===== src/rtl/key_matrix_scanner.sv =====
// key_matrix_scanner: strobes matrix columns, debounces every key and reports press/release events over valid/ready
module key_matrix_scanner #(
  parameter int cols = 4,
  parameter int rows = 4,
  parameter int settleBits = 2,
  parameter int debounceBits = 2,
  parameter int keyBits = 4
) (
  input  logic                 clk,
  input  logic                 resetN,
  output logic [cols-1:0]      colOut,
  input  logic [rows-1:0]      rowIn,
  output logic [rows*cols-1:0] keysDown,
  output logic                 eventValid,
  input  logic                 eventReady,
  output logic [keyBits-1:0]   eventKey,
  output logic                 eventPressed
);
  localparam int CW = cols > 1 ? $clog2(cols) : 1;
  localparam int RW = rows > 1 ? $clog2(rows) : 1;
  typedef enum logic [1:0] {SETTLE, EVAL, NEXT} state_t;
  state_t state, state_next;
  logic [rows-1:0] row_s1, row_s2, sample;
  logic [settleBits-1:0] settle_cnt;
  logic [CW-1:0] col_idx;
  logic [RW-1:0] row_idx;
  logic [debounceBits-1:0] cnt [rows*cols];
  logic [keyBits-1:0] key;
  logic raw, differ, pending, stall, load;
  assign colOut = ~(cols'(1) << col_idx);
  assign key = keyBits'(col_idx * rows + row_idx);
  always_ff @(posedge clk) {row_s2, row_s1} <= {row_s1, rowIn};
  always_comb begin
    raw = sample[row_idx];
    differ = raw != keysDown[key];
    pending = state == EVAL && differ && &cnt[key];
    stall = pending && eventValid && !eventReady;
    load = pending && !stall;
    state_next = (state == SETTLE && &settle_cnt) ? EVAL :
                 (state == EVAL && !stall && row_idx == RW'(rows - 1)) ? NEXT :
                 (state == NEXT) ? SETTLE : state;
  end
  always_ff @(posedge clk or negedge resetN)
    if (!resetN) state <= SETTLE;
    else state <= state_next;
  always_ff @(posedge clk or negedge resetN) begin
    if (!resetN) begin
      settle_cnt <= '0;
      col_idx <= '0;
      row_idx <= '0;
      sample <= '0;
      keysDown <= '0;
      eventValid <= 1'b0;
      eventKey <= '0;
      eventPressed <= 1'b0;
      for (int i = 0; i < rows * cols; i++) cnt[i] <= '0;
    end else begin
      if (eventValid && eventReady) eventValid <= 1'b0;
      case (state)
        SETTLE: begin
          settle_cnt <= settle_cnt + 1'b1;
          if (&settle_cnt) begin
            sample <= ~row_s2;
            row_idx <= '0;
          end
        end
        EVAL: if (!stall) begin
          // a load in the same cycle as an accept overrides the clear above
          cnt[key] <= (differ && !pending) ? cnt[key] + 1'b1 : '0;
          row_idx <= row_idx + 1'b1;
          if (load) begin
            keysDown[key] <= raw;
            eventKey <= key;
            eventPressed <= raw;
            eventValid <= 1'b1;
          end
        end
        NEXT: col_idx <= (col_idx == CW'(cols - 1)) ? '0 : col_idx + 1'b1;
        default: ;
      endcase
    end
  end
endmodule

===== config.mk =====
export PLATFORM = sky130hd
export DESIGN_NAME = key_matrix_scanner
export DESIGN_NICKNAME = d
export VERILOG_FILES = /design/src/rtl/key_matrix_scanner.sv
export SDC_FILE = /design/constraint.sdc
export NUM_CORES = 1
export LEC_CHECK = 0
export BUFFER_PORTS_ARGS = -buffer_cell sky130_fd_sc_hd__buf_4
export CORE_UTILIZATION = 59
export DETAILED_ROUTE_END_ITERATION = 16
export PLACE_DENSITY = 0.79
export SYNTH_ARGS = -nofsm -noshare
export SYNTH_HDL_FRONTEND = slang
export SYNTH_SLANG_ARGS = --single-unit

===== constraint.sdc =====
create_clock -name clk -period 4.4 [get_ports clk]
set_clock_uncertainty 0.1 [all_clocks]
set_input_delay 0.22 -clock clk [delete_from_list [all_inputs] [get_ports clk]]
set_output_delay 0.22 -clock clk [all_outputs]
set_load 0.1 [all_outputs]

Word-level counts from Yosys, hierarchy flattened
Cells that the tools add are included.

Flip-flop bits (word level): 74. Input bits: 7.

Add/sub/neg operators: 5. $lt $le $gt $ge: 5. Eq/ne operators: 7. Shift operators: 1. Multiplexer cells: 25. Bitwise gates (word level): 4. Reduce and logical (&&, ||, !) cells: 24.

Operators by type and width (count): $bwmux W32 (1); $mux W2 (10); $bwmux W16 (1); $logic_and A1 B1 Y1 (12); $reduce_and A3 Y1 (3); $add A2 B1 Y2 const B (4); $bmux W2 S4 (1); $demux W2 S4 (1); $not A4 Y4 (2); $mux W1 (7); $eq A2 B2 Y1 const B (3); $reduce_and A2 Y1 (3); $ge A5 B5 Y1 const B (1); $lt A4 B5 Y1 const B (1); $lt A5 B1 Y1 const B (1); $not A4 Y5 (1); $add A4 B2 Y4 (1); $bmux W1 S4 (1); $demux W1 S4 (1); $ge A4 B1 Y1 const B (1); $pmux W2 S2 (1); $shl A1 B2 Y4 const A (1); $logic_not A1 Y1 (3); $lt A2 B3 Y1 const B (1); 9 further kinds (9).

Logic depth before layout (Yosys ltp)
Gate-level depths: netlist of the first run.

Depth after elaboration: 14. Gate-level depth with buffers: 12.

Worst setup path before layout of the first run
No wires, ideal clock.

Path type: reg2reg. Start point: register row_idx[0]. End point: register cnt[0] in the netlist's numbering. Library setup time: 125 ps. Arrival: 3186 ps. Data required time: 4175 ps. Slack: 989 ps. Cell stages (with the launch flop): 10. Path buffers: 3. Clock period less this slack: 3411 ps. Cells stage by stage: dfrtp_1 clkbuf_2 buf_2 mux4_2 mux4_2 ha_1 nand3b_1 buf_1 o2111ai_2 mux2_2.

Longest elaborated chain between the ends: 11. Elaborated cells on any way between the ends: 27. Those cells by class: add/sub: 2; order compare: 2; eq/ne: 1; mux: 11; bitwise: 2; reduce/logical: 9.

Ends and longest elaborated chain: start: declaration (RTL line 26) `logic [RW-1:0] row_idx;`; start signal: assignment (RTL line 70) `row_idx <= row_idx + 1'b1;`; $add A4 B2 Y4 (RTL line 31) `assign key = keyBits'(col_idx * rows + row_idx);`; $not A4 Y5 (RTL line 36, 69); $bmux W2 S4 (RTL line 36, 69); $mux W2 (not written as such) (2 in series) (RTL line 36, 69); $reduce_and A2 Y1 (RTL line 36) `pending = state == EVAL && differ && &cnt[key];`; $logic_and A1 B1 Y1 (RTL line 36); $logic_not A1 Y1 / $logic_and A1 B1 Y1 (equally long branches) (RTL line 69, 37); $logic_and A1 B1 Y1 (on tied branches) (RTL line 69, 37); $mux W2 / $not A1 Y1 (equally long branches); $bwmux W32 / $reduce_and A2 Y1 (equally long branches); end signal: indexed assignment (RTL line 69) `cnt[key] <= (differ && !pending) ? cnt[key] + 1'b1 : '0;`; end: declaration (RTL line 27) `logic [debounceBits-1:0] cnt [rows*cols];`.

Parallel ways exist; a longest one is shown, timed or not. The select of a mux whose other input is x is not followed. A chain may end at the register's enable or synchronous reset.

Worst setup path after layout of the first run
Start point: register col_idx[0]. End point: register keysDown[3].

Longest elaborated chain between the ends: 12. Elaborated cells on any way between the ends: 23. Those cells by class: add/sub: 1; order compare: 2; eq/ne: 1; mux: 8; bitwise: 2; reduce/logical: 9.

Ends and longest elaborated chain: start: declaration (RTL line 25) `logic [CW-1:0] col_idx;`; start signal: assignment (RTL line 78) `NEXT: col_idx <= (col_idx == CW'(cols - 1)) ? '0 : col_idx + 1'b1;`; $add A4 B2 Y4 (*) (RTL line 31); $not A4 Y5 (not written as such) (RTL line 36); $bmux W2 S4 (RTL line 36); $mux W2 (not written as such) (2 in series) (RTL line 36); $reduce_and A2 Y1 (RTL line 36); $logic_and A1 B1 Y1 (RTL line 36); $logic_and A1 B1 Y1 (2 in series) (RTL line 37) `stall = pending && eventValid && !eventReady;`; $logic_not A1 Y1; $logic_and A1 B1 Y1 (RTL line 38) `load = pending && !stall;`; $reduce_and A3 Y1 (no line); end signal: indexed assignment (RTL line 72) `keysDown[key] <= raw;`; end: declaration (RTL line 13) `output logic [rows*cols-1:0] keysDown,`.

Mark *: on every way between the ends. The rest lies on a longest branch, timed or not. The select of a mux whose other input is x is not followed.

==> metrics, run 1 <==
Core ar.=0.00603 mm^2; Max clock buf depth=2; number of vias per cell=6.11; final worst-path cycle share=77.0%; DIE HEIGHT=81.6 um; Starting Density=between 60% and 70%; worst hold path type=in -> reg; CTS Buf Count=9; Flop pwr share=52.0%; total gr overflow=0; register area share after synthesis=48.5%; pre-CTS WS=roughly 1.1 ns; setup ws final=1.01 ns; synth unique cells=35; CP startpoint kind=flip-flop; worst slew pin tran=0.846 ns; NetSw=0.309 mW; total power=1.35 mW; DRC violations left=0; WP data arrival=3.53 ns; clk sink count=74; dpl hpwl=4920 um; final period demand of the worst path=3.39 ns; Combinational Power Share=3.9%; Total Negative Setup Slacks=0 ns; RSZ-0062 raised after global routing=no; critical path class=reg -> reg; root buf cell=clkbuf_8; Post-Syn Area per Cell=about 13 um^2; # diodes=0; share of layout cells above drive strength 1=41.8%; Fillers=427; crit-path leading delay family=simple AND/OR/NAND/NOR gates; most frequent cells in the layout=dfrtp_1 (66), mux2_2 (55), buf_4 (39); CTS clock-pin slew for the worst setup and hold paths=0.08 ns; Port Buffers=32; Pre-antenna DRT Iters=4; fin. max-slew vios=0; CTS tree=done; Post-Syn Area=0.00374 mm^2; WL/cell=18.7 um; Int Power=1.04 mW; CP max stage cell=dfrtp_1; clock share of power=44.1%; initial antenna violation count=0; vias in the first global route=between 2k and 2.5k; power per cell area=~320 mW/mm^2; fmax=~300 MHz; largest area contributor in the netlist=dfrtp_1; Final nets=337; P&R area growth vs syn=13.6%; Buf+Inv Stages, Crit Path=0; cell chain of the critical path=mux4_2 -> nand2_1 -> a31oi_1 -> ha_1 -> nand3_1 -> nor3_1 -> mux2_2; largest net degree at the start of global routing=67; Mapped Nets=roughly 310; Post-Synthesis Cells=290; Hold Fails Final Rpt=0; Final ANT Viol Nets=0; Rows=28; Detailed Route Iter0 Violations=127; top cell type's share of synthesized area=44.2%; die area=~0.0067 mm^2; static leakage=1.86 nW; final RePlAce weighted congestion=between 0.8 and 0.9; H-tree Lvls=3; outcome=finished, final reports clean; Max VDD drop=between 200 and 250 uV; vias=2442; Critical Path Sink Type=flip-flop; I/O Pins=33; top cells by area, synth=dfrtp_1 (44%), mux2_2 (17%), mux4_2 (7.2%); Slew headroom=between 40% and 50%; area of the multi-input gates=between 0.0015 and 0.002 mm^2; final wirelength=7490 um; #FFs+latches synth=74; worst endpoint required time=~4.5 ns; total track usage=24.9%; worst stage delay on the critical path=approximately 0.90 ns; Sequential Area=0.00181 mm^2; Setup-failing EPs final=0; critical path fanouts, max=20; global-route wire length before repair=roughly 12000 um; sw frac=22.9%; DIE WIDTH=81.6 um; YS warnings=0; post_cts resized=0; most common cell after layout, fill and taps aside=dfrtp_1; clk_lat worst skew=0.36 ns; Max-cap violations=0
-- worst reg2reg max path, delay by kind of cell, from the launching register on --
family                   cells  cell delay [ns]
AND/OR/NAND/NOR              3             1.04
flip-flops                   1             0.90
multiplexers                 2             0.72
AO/OA/AOI/OAI                1             0.27
adder cells (fa/ha/maj)      1             0.24
-- cells by family after synthesis --
group / count (synthesis) / synth area share (%)
mux: 77 / 26.5
flops: 74 / 48.5
simple gates: 60 / 7.47
buf+inv: 35 / 5.39
compound gates: 32 / 8.34
fa+ha+maj: 10 / 3.35
xor+xnor: 2 / 0.469
-- final timing paths --
check	slack (ns)	depth (start not counted)	startpoint	to
max	1.01	7	col_idx[0]$_DFFE_PN0P_	keysDown[3]$_DFFE_PN0P_
min	0.10	3	eventReady	eventValid$_DFF_PN0_
max reg2reg	1.01	7	col_idx[0]$_DFFE_PN0P_	keysDown[3]$_DFFE_PN0P_
min reg2reg	0.23	0	row_s1[2]$_DFF_P_	row_s2[2]$_DFF_P_
max in group asynchronous	3.24	2	resetN	eventKey[0]$_DFFE_PN0P_
min in group asynchronous	0.42	2	resetN	sample[0]$_DFFE_PN0P_
-- Yosys cell counts --
library cell and count:
nor3b_1 1, nor3b_2 1, and3_1 1, o211ai_1 2, buf_1 2, o2111ai_1 5
xor2_1 1, nor3_1 17, o2111ai_4 1, nor2b_1 1, buf_4 1, mux2i_1 10
buf_12 2, a31oi_1 1, dfxtp_1 8, clkbuf_1 13, clkbuf_2 2, nor2_4 1
buf_6 4, nor2_1 5, inv_1 10, o21a_1 2, a21oi_1 2, ha_1 10
o21ai_0 9, xnor2_1 1, nand3_1 1, mux4_2 12, buf_2 1, mux2_2 55
nand3b_1 1, dfrtp_1 66, nand2b_1 1, nand2_1 30, o2111ai_2 10
-- metal layers --
layer / share of wire [%] / up-vias / track usage, % / routed length [um]
li1: - / 1114 / - / -
met1: 44 / 1251 / 33.6 / 3310
met2: 48 / 64 / 38.4 / 3630
met3: 5.0 / 13 / 4.67 / 375
met4: 2.3 / 0 / 12.6 / 173
met5: 0 / - / 0 / 0
-- stage by stage --
step / instance area [um^2] / std cells / hold slack (ns) / utilization (%)
2_1_floorplan: 3740 / 290 / -0.176 / -
3_3_place_gp: 3970 / 379 / 0.212 / 65.8
3_5_place_dp: 3970 / 379 / 0.214 / 65.8
4_1_cts: 4240 / 400 / 0.0880 / 70.4
5_1_grt: 4240 / 400 / 0.112 / 70.4
6_report: 4240 / 400 / 0.103 / 70.4
-- layout make-up --
class | count | area share, %
Multi-Input combinational cell | 181 | 40.8
Clock inverter | 7 | 2.42
Inverter | 10 | 0.885
Timing Repair Buffer | 44 | 8.08
Sequential cell | 74 | 42.7
Clock buffer | 9 | 2.92
Tap cell | 75 | 2.21
-- power groups by stage --
stage | combinational, mW | clock [mW] | sequential [mW]
after floorplan | 0.0312 | 0 | 0.711
after global placement | 0.0485 | 0 | 0.713
after detailed placement | 0.0500 | 0 | 0.714
after CTS | 0.0536 | 0.601 | 0.700
after global routing | 0.0591 | 0.627 | 0.702
final | 0.0531 | 0.594 | 0.700
-- timing repair --
action                     CTS  global route
buffers inserted             0             0
hold endpoints to repair    70             0
setup endpoints to repair    0             0
hold buffers                 5             0
-- sequential cells by signal (all words and copies together), names as in the netlist --
name	flops
eventValid	1
settle_cnt	2
eventKey	4
row_s2	4
sample	4
state	2
col_idx	2
row_idx	2
keysDown	16
row_s1	4
cnt	32
eventPressed	1
No activity file was read; power rests on OpenSTA's default activity.
==> run 2, diff against run 1 <==
CORE_UTILIZATION = 54   (was 59)
PLACE_DENSITY = 0.76   (was 0.79)
clock period = 2.77 ns   (was 4.4 ns; I/O delays follow)
==> run 2 against run 1 <==
Net effect:
- the run now ends with negative setup slack left
- wire length is 12% higher
- critical path depth grew 4
- combinational power up 110%
- core utilization rose by 3.8 points
- die area grew 9.0%
- global-route usage fell by 1.3 points
- flip-flop and latch count is the same
- highest routed layer unchanged
==> metrics, run 2 (same netlist as run 1, synthesis figures left out) <==
Fillers=409 (-4.2%); Port Buffers=32 (unchanged); WL/cell=19.0 um (+1.6%); worst endpoint required time=2.91 ns (-1.63 ns); root buf cell=clkbuf_8; Setup-failing EPs final=18 (+18); Detailed Route Iter0 Violations=117 (-7.9%); outcome=finished, violations left; Max-cap violations=0 (unchanged); DRC violations left=0 (unchanged); static leakage=2.06 nW (+10%); final RePlAce weighted congestion=0.762 (-5.0%); largest net degree at the start of global routing=67 (unchanged); # diodes=0 (unchanged); critical path fanouts, max=5 (-75%); total track usage=23.6% (-1.3 points); share of layout cells above drive strength 1=58.8% (+17 points); number of vias per cell=5.84 (-4.4%); failing checks=negative setup slack; Critical Path Sink Type=flip-flop; CTS clock-pin slew for the worst setup and hold paths=0.08 ns (about the same); fin. max-slew vios=0 (unchanged); total gr overflow=0 (unchanged); Biggest register=cnt; CTS tree=done; global-route wire length before repair=12800 um (+6.2%); post-route insts no fill=439 (+9.8%); Final nets=374 (+11%); most common cell after layout, fill and taps aside=buf_4; final period demand of the worst path=2.85 ns (-0.535 ns); final worst-path cycle share=103% (+26 points); Final Cell Area=0.00485 mm^2 (+14%); Placed Cells incl. Taps=403 (+6.3%); Starting Density=57.2% (-4.8 points); clk_lat worst skew=0.36 ns (about the same); CTS Buf Count=9 (unchanged); Slew headroom=45.0% (+1.3 points); die area=0.00726 mm^2 (+9.0%); Core ar.=0.00653 mm^2 (+8.4%); WP data arrival=2.99 ns (-0.54 ns); clk sink count=74 (unchanged); critical path class=reg -> reg; Pre-antenna DRT Iters=4 (unchanged); final core utilization=74.2% (+3.8 points); Rows=29 (+3.6%); RSZ-0062 raised after global routing=yes; largest registers=cnt (32), keysDown (16); Final ANT Viol Nets=0 (unchanged); P&R area growth vs syn=29.7%; DIE WIDTH=85.2 um (+4.4%); final wirelength=8350 um (+12%); CP startpoint kind=flip-flop; setup ws final=-0.0815 ns (-1.09 ns); Max VDD drop=257 uV (+24%); initial antenna violation count=0 (unchanged); worst slew pin tran=0.826 ns (-0.0200 ns); Largest register FFs=32 (unchanged); Max clock buf depth=2 (unchanged); pre-CTS WS=-0.230 ns (-1.28 ns); Hold Fails Final Rpt=0 (unchanged); worst hold path type=reg -> reg; most frequent cells in the layout=buf_4 (66), mux2_2 (53), dfrtp_1 (48); I/O Pins=33 (unchanged); DIE HEIGHT=85.2 um (+4.4%); dpl hpwl=5210 um (+6.0%); power per cell area=449 mW/mm^2 (+41%); Reg2Reg Setup Slack=-0.08 ns (-1.09 ns); fmax=351 MHz (+19%); Placed Instance Area=0.00418 mm^2 (+5.4%); worst hold margin=0.226 ns (+0.123 ns); vias=2563 (+5.0%); H-tree Lvls=3 (unchanged); vias in the first global route=2533 (+5.6%)
run 2: final timing paths:
path,start,to,cells after the start
max,row_idx[0]$_DFFE_PN0P_,cnt[21]$_DFFE_PN0P_,11
min,row_s1[2]$_DFF_P_,row_s2[2]$_DFF_P_,0
max reg2reg,row_idx[0]$_DFFE_PN0P_,cnt[21]$_DFFE_PN0P_,11
min reg2reg,row_s1[2]$_DFF_P_,row_s2[2]$_DFF_P_,0
max in group asynchronous,resetN,keysDown[11]$_DFFE_PN0P_,2
min in group asynchronous,resetN,eventKey[1]$_DFFE_PN0P_,2
run 2: power by group:
group | total (mW) | internal, mW | switching (mW)
Clock | 0.950 | 0.533 | 0.417
Combinational | 0.114 | 0.0529 | 0.0607
Sequential | 1.11 | 1.10 | 0.00986
run 2: routing by layer:
metal / wire length (um) / vias up / track usage (%)
li1: - / 1190 / -
met1: 3780 / 1304 / 31.3
met2: 4080 / 51 / 38.2
met3: 278 / 18 / 5.25
met4: 213 / 0 / 8.47
met5: 0 / - / 0
run 2: worst max-delay path: stages, from the launching register on:
cell and delay [ns]:
dfrtp_2 0.45, clkbuf_16 0.17, mux4_2 0.35, nand2_1 0.06, and3_1 0.19, a31oi_2 0.19
ha_2 0.22, nand3b_1 0.14, buf_4 0.19, o2111ai_1 0.20, buf_4 0.17, mux2_2 0.32
run 2: per-stage QoR:
step,TNS (ns),power [mW]
after global placement,-2.40,1.21
after CTS,-0.0533,2.17
after floorplan,-3.37,1.18
after detailed placement,-4.06,1.22
after global routing,-3.46,2.25
final,-0.458,2.17
run 2: cell type report:
class / instances / area, um^2 / area share (%)
multi-input cells: 182 / 1950 / 40.3
clock buffers: 10 / 138 / 2.84
flip-flops and latches: 74 / 1830 / 37.8
repair buffers: 80 / 699 / 14.4
clock inverters: 6 / 88.8 / 1.83
inverters: 10 / 37.5 / 0.774
well taps: 77 / 96.3 / 1.99
run 2: timing repair:
action | CTS | global route
gates resized for setup | 8 | 35
hold endpoints to repair | 71 | 0
setup buffers | 4 | 7
pin swaps | 0 | 2
cloned | 0 | 3
setup endpoints to repair | 34 | 50
hold buffers | 6 | 0
